<file path="src/rtl/spi_dac_serializer.sv">
// SPI mode-0 DAC serializer: MSB-first frames on sclk/sdo/cs_n with overrun reporting.
// Define SPI_DOUBLE_BUFFER_EN to add a one-entry holding register for strobes that arrive mid-frame.
module spi_dac_serializer #(
  parameter int DATA_WIDTH = 8,
  parameter int CLK_DIV    = 2
) (
  input  logic                  clk_i,
  input  logic                  rst_i,
  input  logic [DATA_WIDTH-1:0] data_i,
  input  logic                  data_valid_strobe_i,
  output logic                  sclk_o,
  output logic                  sdo_o,
  output logic                  cs_n_o,
  output logic                  busy_o,
  output logic                  done_strobe_o,
  output logic                  overrun_strobe_o
);

  localparam int DIV_W = $clog2(CLK_DIV + 1);
  localparam int BIT_W = $clog2(DATA_WIDTH);
  localparam logic [DIV_W-1:0] DIV_LOAD = DIV_W'(CLK_DIV - 1);
  localparam logic [BIT_W-1:0] BIT_LOAD = BIT_W'(DATA_WIDTH - 1);

  typedef enum logic [2:0] {IDLE, LEAD, HIGH, LOW, GAP} state_t;

  state_t                state, state_nxt;
  logic [DIV_W-1:0]      div_cnt, div_nxt;
  logic [BIT_W-1:0]      bit_cnt, bit_nxt;
  logic [DATA_WIDTH-1:0] shreg, shreg_nxt;
  logic                  phase_end;
  logic                  sclk_nxt, sdo_nxt, cs_n_nxt, busy_nxt, done_nxt, overrun_nxt;
`ifdef SPI_DOUBLE_BUFFER_EN
  logic [DATA_WIDTH-1:0] buf_data, buf_data_nxt;
  logic                  buf_full, buf_full_nxt;
  logic                  drain;
`endif

  // div_cnt holds the cycles left in the current phase minus one
  assign phase_end = (div_cnt == '0);

  always_comb begin
    state_nxt   = state;
    div_nxt     = div_cnt;
    bit_nxt     = bit_cnt;
    shreg_nxt   = shreg;
    overrun_nxt = 1'b0;
`ifdef SPI_DOUBLE_BUFFER_EN
    buf_data_nxt = buf_data;
    buf_full_nxt = buf_full;
    drain        = 1'b0;
`endif
    if (state != IDLE && !phase_end) begin
      div_nxt = div_cnt - DIV_W'(1);
    end

    case (state)
      IDLE: begin
        if (data_valid_strobe_i) begin
          shreg_nxt = data_i;
          bit_nxt   = BIT_LOAD;
          div_nxt   = DIV_LOAD;
          state_nxt = LEAD;
        end
      end
      LEAD: begin
        if (phase_end) begin
          state_nxt = HIGH;
          div_nxt   = DIV_LOAD;
        end
      end
      HIGH: begin
        if (phase_end) begin
          state_nxt = LOW;
          div_nxt   = DIV_LOAD;
          // after the last bit the LOW phase is a trailing hold, so sdo keeps the LSB
          if (bit_cnt != '0) begin
            shreg_nxt = {shreg[DATA_WIDTH-2:0], 1'b0};
          end
        end
      end
      LOW: begin
        if (phase_end) begin
          div_nxt = DIV_LOAD;
          if (bit_cnt != '0) begin
            state_nxt = HIGH;
            bit_nxt   = bit_cnt - BIT_W'(1);
          end else begin
            state_nxt = GAP;
          end
        end
      end
      GAP: begin
        if (phase_end) begin
          state_nxt = IDLE;
`ifdef SPI_DOUBLE_BUFFER_EN
          if (buf_full) begin
            drain        = 1'b1;
            buf_full_nxt = 1'b0;
            shreg_nxt    = buf_data;
            bit_nxt      = BIT_LOAD;
            div_nxt      = DIV_LOAD;
            state_nxt    = LEAD;
          end else if (data_valid_strobe_i) begin
            shreg_nxt = data_i;
            bit_nxt   = BIT_LOAD;
            div_nxt   = DIV_LOAD;
            state_nxt = LEAD;
          end
`endif
        end
      end
      default: state_nxt = IDLE;
    endcase

    // strobes arriving while a frame is in flight
    if (data_valid_strobe_i && state != IDLE) begin
`ifdef SPI_DOUBLE_BUFFER_EN
      if (!(state == GAP && phase_end && !buf_full)) begin
        buf_data_nxt = data_i;
        buf_full_nxt = 1'b1;
        overrun_nxt  = buf_full && !drain;
      end
`else
      overrun_nxt = 1'b1;
`endif
    end

    sclk_nxt = (state_nxt == HIGH);
    cs_n_nxt = (state_nxt == IDLE) || (state_nxt == GAP);
    busy_nxt = (state_nxt != IDLE);
    sdo_nxt  = !cs_n_nxt && shreg_nxt[DATA_WIDTH-1];
    done_nxt = (state_nxt == GAP) && (state != GAP);
  end

  always_ff @(posedge clk_i) begin
    if (rst_i) begin
      state            <= IDLE;
      div_cnt          <= '0;
      bit_cnt          <= '0;
      sclk_o           <= 1'b0;
      sdo_o            <= 1'b0;
      cs_n_o           <= 1'b1;
      busy_o           <= 1'b0;
      done_strobe_o    <= 1'b0;
      overrun_strobe_o <= 1'b0;
`ifdef SPI_DOUBLE_BUFFER_EN
      buf_full         <= 1'b0;
`endif
    end else begin
      state            <= state_nxt;
      div_cnt          <= div_nxt;
      bit_cnt          <= bit_nxt;
      sclk_o           <= sclk_nxt;
      sdo_o            <= sdo_nxt;
      cs_n_o           <= cs_n_nxt;
      busy_o           <= busy_nxt;
      done_strobe_o    <= done_nxt;
      overrun_strobe_o <= overrun_nxt;
`ifdef SPI_DOUBLE_BUFFER_EN
      buf_full         <= buf_full_nxt;
`endif
    end
  end

  always_ff @(posedge clk_i) begin
    shreg <= shreg_nxt;
`ifdef SPI_DOUBLE_BUFFER_EN
    buf_data <= buf_data_nxt;
`endif
  end

endmodule
</file>
<file path="config.mk">
export PLATFORM = sky130hd
export DESIGN_NAME = spi_dac_serializer
export DESIGN_NICKNAME = d
export VERILOG_FILES = /design/src/rtl/spi_dac_serializer.sv
export SDC_FILE = /design/constraint.sdc
export NUM_CORES = 1
export LEC_CHECK = 0
export ABC_AREA = 1
export ABC_CLOCK_PERIOD_IN_PS = 2100
export CAP_MARGIN = 25
export CELL_PAD_IN_SITES_DETAIL_PLACEMENT = 0
export CELL_PAD_IN_SITES_GLOBAL_PLACEMENT = 1
export CORE_MARGIN = 4
export CORE_UTILIZATION = 41
export CTS_CLUSTER_SIZE = 8
export DETAILED_ROUTE_END_ITERATION = 10
export PLACE_DENSITY_LB_ADDON = 0.1
export SYNTH_ARGS = -nofsm -noshare
export SYNTH_HDL_FRONTEND = slang
export SYNTH_SLANG_ARGS = --single-unit
</file>
<file path="constraint.sdc">
create_clock -name clk_i -period 2.1 [get_ports clk_i]
set_input_delay 0.42 -clock clk_i [delete_from_list [all_inputs] [get_ports clk_i]]
set_output_delay 0.42 -clock clk_i [all_outputs]
set_load 0.02 [all_outputs]
</file>
; After elaboration in Yosys (flattened, before gate mapping)
; Cells that the tools add are included.
[op_classes]
reduce_logical = 18
n_mux = 20
add_sub_neg = 2
eq_ne = 12
[ops]
columns = operator, n
row1 = $mux 3, 9
row2 = $mux 8, 3
row3 = $pmux 8 s2, 1
row4 = $pmux 3 s5, 1
row5 = $ne 2x2->1 const B, 5
row6 = $eq 3x2->1 const B, 3
row7 = $reduce_bool 3->1, 3
row8 = $reduce_and 4->1, 2
row9 = $eq 3x3->1 const B, 2
row10 = $logic_not 3->1, 2
row11 = $mux 2, 3
row12 = $pmux 3 s2, 1
row13 = $logic_and 1x1->1, 4
row14 = $pmux 2 s2, 1
row15 = $reduce_bool 2->1, 2
row16 = $eq 3x1->1 const B, 1
row17 = $ne 3x3->1 const B, 1
row18 = $reduce_or 3->1, 1
row19 = $sub 3x1->3 const B, 1
row20 = $logic_not 1->1, 2
row21 = $logic_not 2->1, 1
row22 = $sub 2x1->2 const B, 1
row23 = $logic_or 1x1->1, 1
row24 = $mux 1, 1
[word_totals]
elab_cells = 63
out_inout_bits = 6
register_bits = 22

; Depth between registers and ports, before layout
[logic_depth]
ltp_word = 8
mapped_depth = 10

; Worst setup path after synthesis
; OpenSTA, ideal clock, no wires.
[synth_path]
kind = input -> register
startpoint = in data_valid_strobe_i
endpoint = reg shreg[0] (enable)
required_ns = 1.740
stages = 5
setup_ns = 0.360
arrival_ns = 1.148
n_path_buf = 1
slack_ns = 0.592
path_cell_list = buf_2 inv_1 nand3_2 o21ai_0 nor2_1
[synth_between]
elab_chain_cells = 2
[synth_rtl]
columns = item, line_no
row1 = "start, declared", 10  ; input logic data_valid_strobe_i,
row2 = $ne 2x2->1 (no source line), n/a
row3 = $reduce_and 4->1 (no source line), n/a
row4 = "end signal, assigned", 166  ; shreg <= shreg_nxt;
row5 = "end, declared", 29  ; logic [DATA_WIDTH-1:0] shreg, shreg_nxt;
; No other way between the ends.
; A chain may end at the register's enable or synchronous reset.

; Worst setup path in the final report
[layout_path]
startpoint = reg cs_n_o
endpoint = out cs_n_o
[layout_rtl]
columns = item, line_no
row1 = "start, declared", 13  ; output logic cs_n_o,
row2 = "start signal, assigned", 155  ; cs_n_o <= cs_n_nxt;
; No word-level cell between the ends.

==> results.md <==
* Synth Flop Type: dfxtp_1
* Cell area after layout at ~1400 um2
* Crit path time final at about 1.6 ns
* Setup ws final at roughly 0.46 ns
* Hold Violations, Final at 0
* Post-synthesis simple-gate area fraction at about a third
* Sequential share of the synthesized area at a little under half
* Final non-filler cell total at 192
* CP delay by family, top: buffers and inverters
* Status: completed
* First-pass GRT wire length at about 3.5 mm
* CTS Root Cell: clkbuf_4
* Initial drt markers at 35
* Total CTS buffers at 3
* Total power at 1.34 mW
* Buf/Inv on CP at 1
* Leak at between 0.6 and 0.7 nW
* Met1 Resource Use GR at 14.7%
* Die area at approximately 3600 um2
* Antenna diodes at 0
* Area share of the largest cell type after synthesis at between 20% and 30%
* CTS tree: yes
* CP required at between 1.5 and 2 ns
* Slew headroom at 79.6%
* Register area at between 500 and 600 um2
* Least-Margin Pin Slew at just over 0.3 ns
* Share of cells above drive strength 1 at roughly 15%
* Synth cell types at 23
* Clock latency on the worst-skew pair at 0.30 ns
* Postcts setup bufs at 0
* GP Congestion at between 0.7 and 0.8
* Critical Path Sink Type: output pin
* Worst VDD drop at 632 uV
* Net count, final at ~180
* Final Cycle Share at 77.9%
* Remaining Overflow, GRT at 0
* Pwr dens at 990 nW/um2
* Dpl cells at between 150 and 200
* DR DRC count at 0
* Grt met3 use at ~4.5%
* Largest cells by area after synthesis: dfxtp_1 27%, edfxtp_1 19%, nand2_1 12%
* Mean Syn Cell Area at about 7.9 um2
* Setup total negative slack at 0 ns
* F_max at 612 MHz
* Met2 usage at between 20% and 30%
* Synth Area in Adders at approximately 4.5%
* Mux contribution to synthesized area at 0%
* Mapped cell area at approximately 1100 um2
* Mapped Nets at about 160
* Pre-antenna DRT Iters at 4
* Largest family of logic cells by synthesized area: simple AND/OR/NAND/NOR gates
* Ports at 17
* Yosys top cell by area: dfxtp_1
* CP peak stage delay at ~0.59 ns
* CP Class: reg -> out
* Detailed Route WL at about 2.1 mm
* CTS Sinks at 22
* Final ANT Viol Nets at 0
* Yosys reg bits at 22
* Max Cap Viol at 0
* RSZ-0062 raised after global routing: false
* Final setup viols at 0
* Initial Utilization at between 40% and 50%
* Synth Area in Compound Gates at about 5.2%
* Ys Warns at 0
* Clock Skews at between 0.005 and 0.006 ns
* Placed inst area at between 1000 and 1500 um2
* Initial antenna violation count at 0
* Vias per cell at approximately 4.6
* CP Cell Sequence: clkdlybuf4s50_1
* Gr usage total at a little over an eighth
* Final core utilization at between 50% and 60%
* WL per Instance at ~11 um
* Hold Buf Count CTS at 0
* Hold WC Path Type: reg -> reg
* Vias in the first global route at ~830
* GR peak layer: met2
* H-tree levels at 1
* Number of synthesized flops with an enable pin at 7
* Gate Count Post-Synth at 141
* Crit-path slowest cell: clkdlybuf4s50_1
* CTS Buffer Depth at 2
* Via Count at approximately 880
* CORE AREA at between 2000 and 3000 um2
* Fillers at 260
* Vert. Die Dim at 60.2 um
* Post-Synth XOR/XNOR Area at ~1.6%
* Clock Pin Slew Worst Setup and Hold Paths at approximately 0.11 ns
* Place WS at 0.427 ns
* Area of the multi-input gates at 514 um2
* Area growth from synthesis to layout at 21.0%
* Data arrival, critical path at 1.22 ns
* Max Fanout on Critical Path at 1
* DIE WIDTH at 60.2 um
* Slew Limit Fails at 0
* Cts repair resizes at 0
* Hold WS at approximately 0.54 ns
* Post-DP HPWL at approximately 1.6 mm
* Flop2flop setup slack at 0.71 ns
* PortBufs at 16
* CP startpoint kind: flip-flop
* Largest net degree at the start of global routing at 13
* Async set-reset flop share out of synthesis at 0%
* Site Rows at 18
Yosys cell counts (2+ instances only):
cell type   n
dfxtp_1    15
xor2_1      2
o21ai_0     4
nand2_2     6
nor2_4      4
nand3_2     2
inv_2       3
nand3_1    11
ha_1        4
nor2_1     13
edfxtp_1    7
nor2_2      4
o211ai_1    2
a21oi_1     2
nand2_1    36
inv_1      19
metal layers:
metal / wire [um] / share of wire [%] / vias to the layer above
met5: 0 / 0 / -
met4: 19 / 0.92 / 0
met3: 90 / 4.4 / 2
met2: 1010 / 49 / 16
met1: 945 / 46 / 382
li1: - / - / 479
report_power, final:
part	switching [mW]	internal [mW]	leakage, nW	total [mW]
logic	0.340	0.205	0.440	0.545
clock network	0.116	0.0692	0.0154	0.186
registers	0.0436	0.563	0.195	0.607
total	0.500	0.837	0.650	1.34
state kept, by name, summed over array words and instances, names as in the netlist, 2 cells and up:
name and cells:
shreg 8, bit_cnt 3, state 3, div_cnt 2
cells by family after synthesis:
group | count (synthesis)
AOI/OAI and AO/OA | 10
DFF | 22
buffers and inverters | 24
adders and majority gates | 4
and+or+nand+nor | 79
xor gates and xnor gates | 2
path summary, 6_finish.rpt:
kind | from | endpoint | cells past startpoint
setup reg to reg | div_cnt[0]$_SDFF_PP0_ | busy_o$_SDFF_PP0_ | 9
setup / recovery | cs_n_o$_SDFF_PP1_ | cs_n_o | 1
hold reg to reg | shreg[4]$_DFFE_PP_ | shreg[5]$_DFFE_PP_ | 2
hold / removal | shreg[4]$_DFFE_PP_ | shreg[5]$_DFFE_PP_ | 2
cell usage in the layout, fill, tap and decap left out, types with 2 or more instances in the layout:
cell type	netlist	final
nand2_2	6	6
nor2_1	13	13
nand3_1	11	11
clkdlybuf4s50_1	0	16
clkbuf_4	0	3
inv_1	19	19
clkinv_1	1	2
a21oi_1	2	2
ha_1	4	4
nand3_2	2	2
inv_2	3	3
edfxtp_1	7	7
xor2_1	2	2
buf_4	0	2
dfxtp_1	15	15
o21ai_0	4	4
nor2_4	4	4
o211ai_1	2	2
nor2_2	4	4
nand2_1	36	36
area by class of cell:
| class | instances | area share (%) |
|---|---|---|
| clock buffers | 3 | 1.67 |
| clock inverters | 1 | 0.278 |
| inverters | 23 | 6.39 |
| multi-input cells | 95 | 38.1 |
| flip-flops and latches | 22 | 37.8 |
| well taps | 30 | 2.78 |
| repair buffers | 18 | 13.0 |
(Power assumes the default switching activity.)
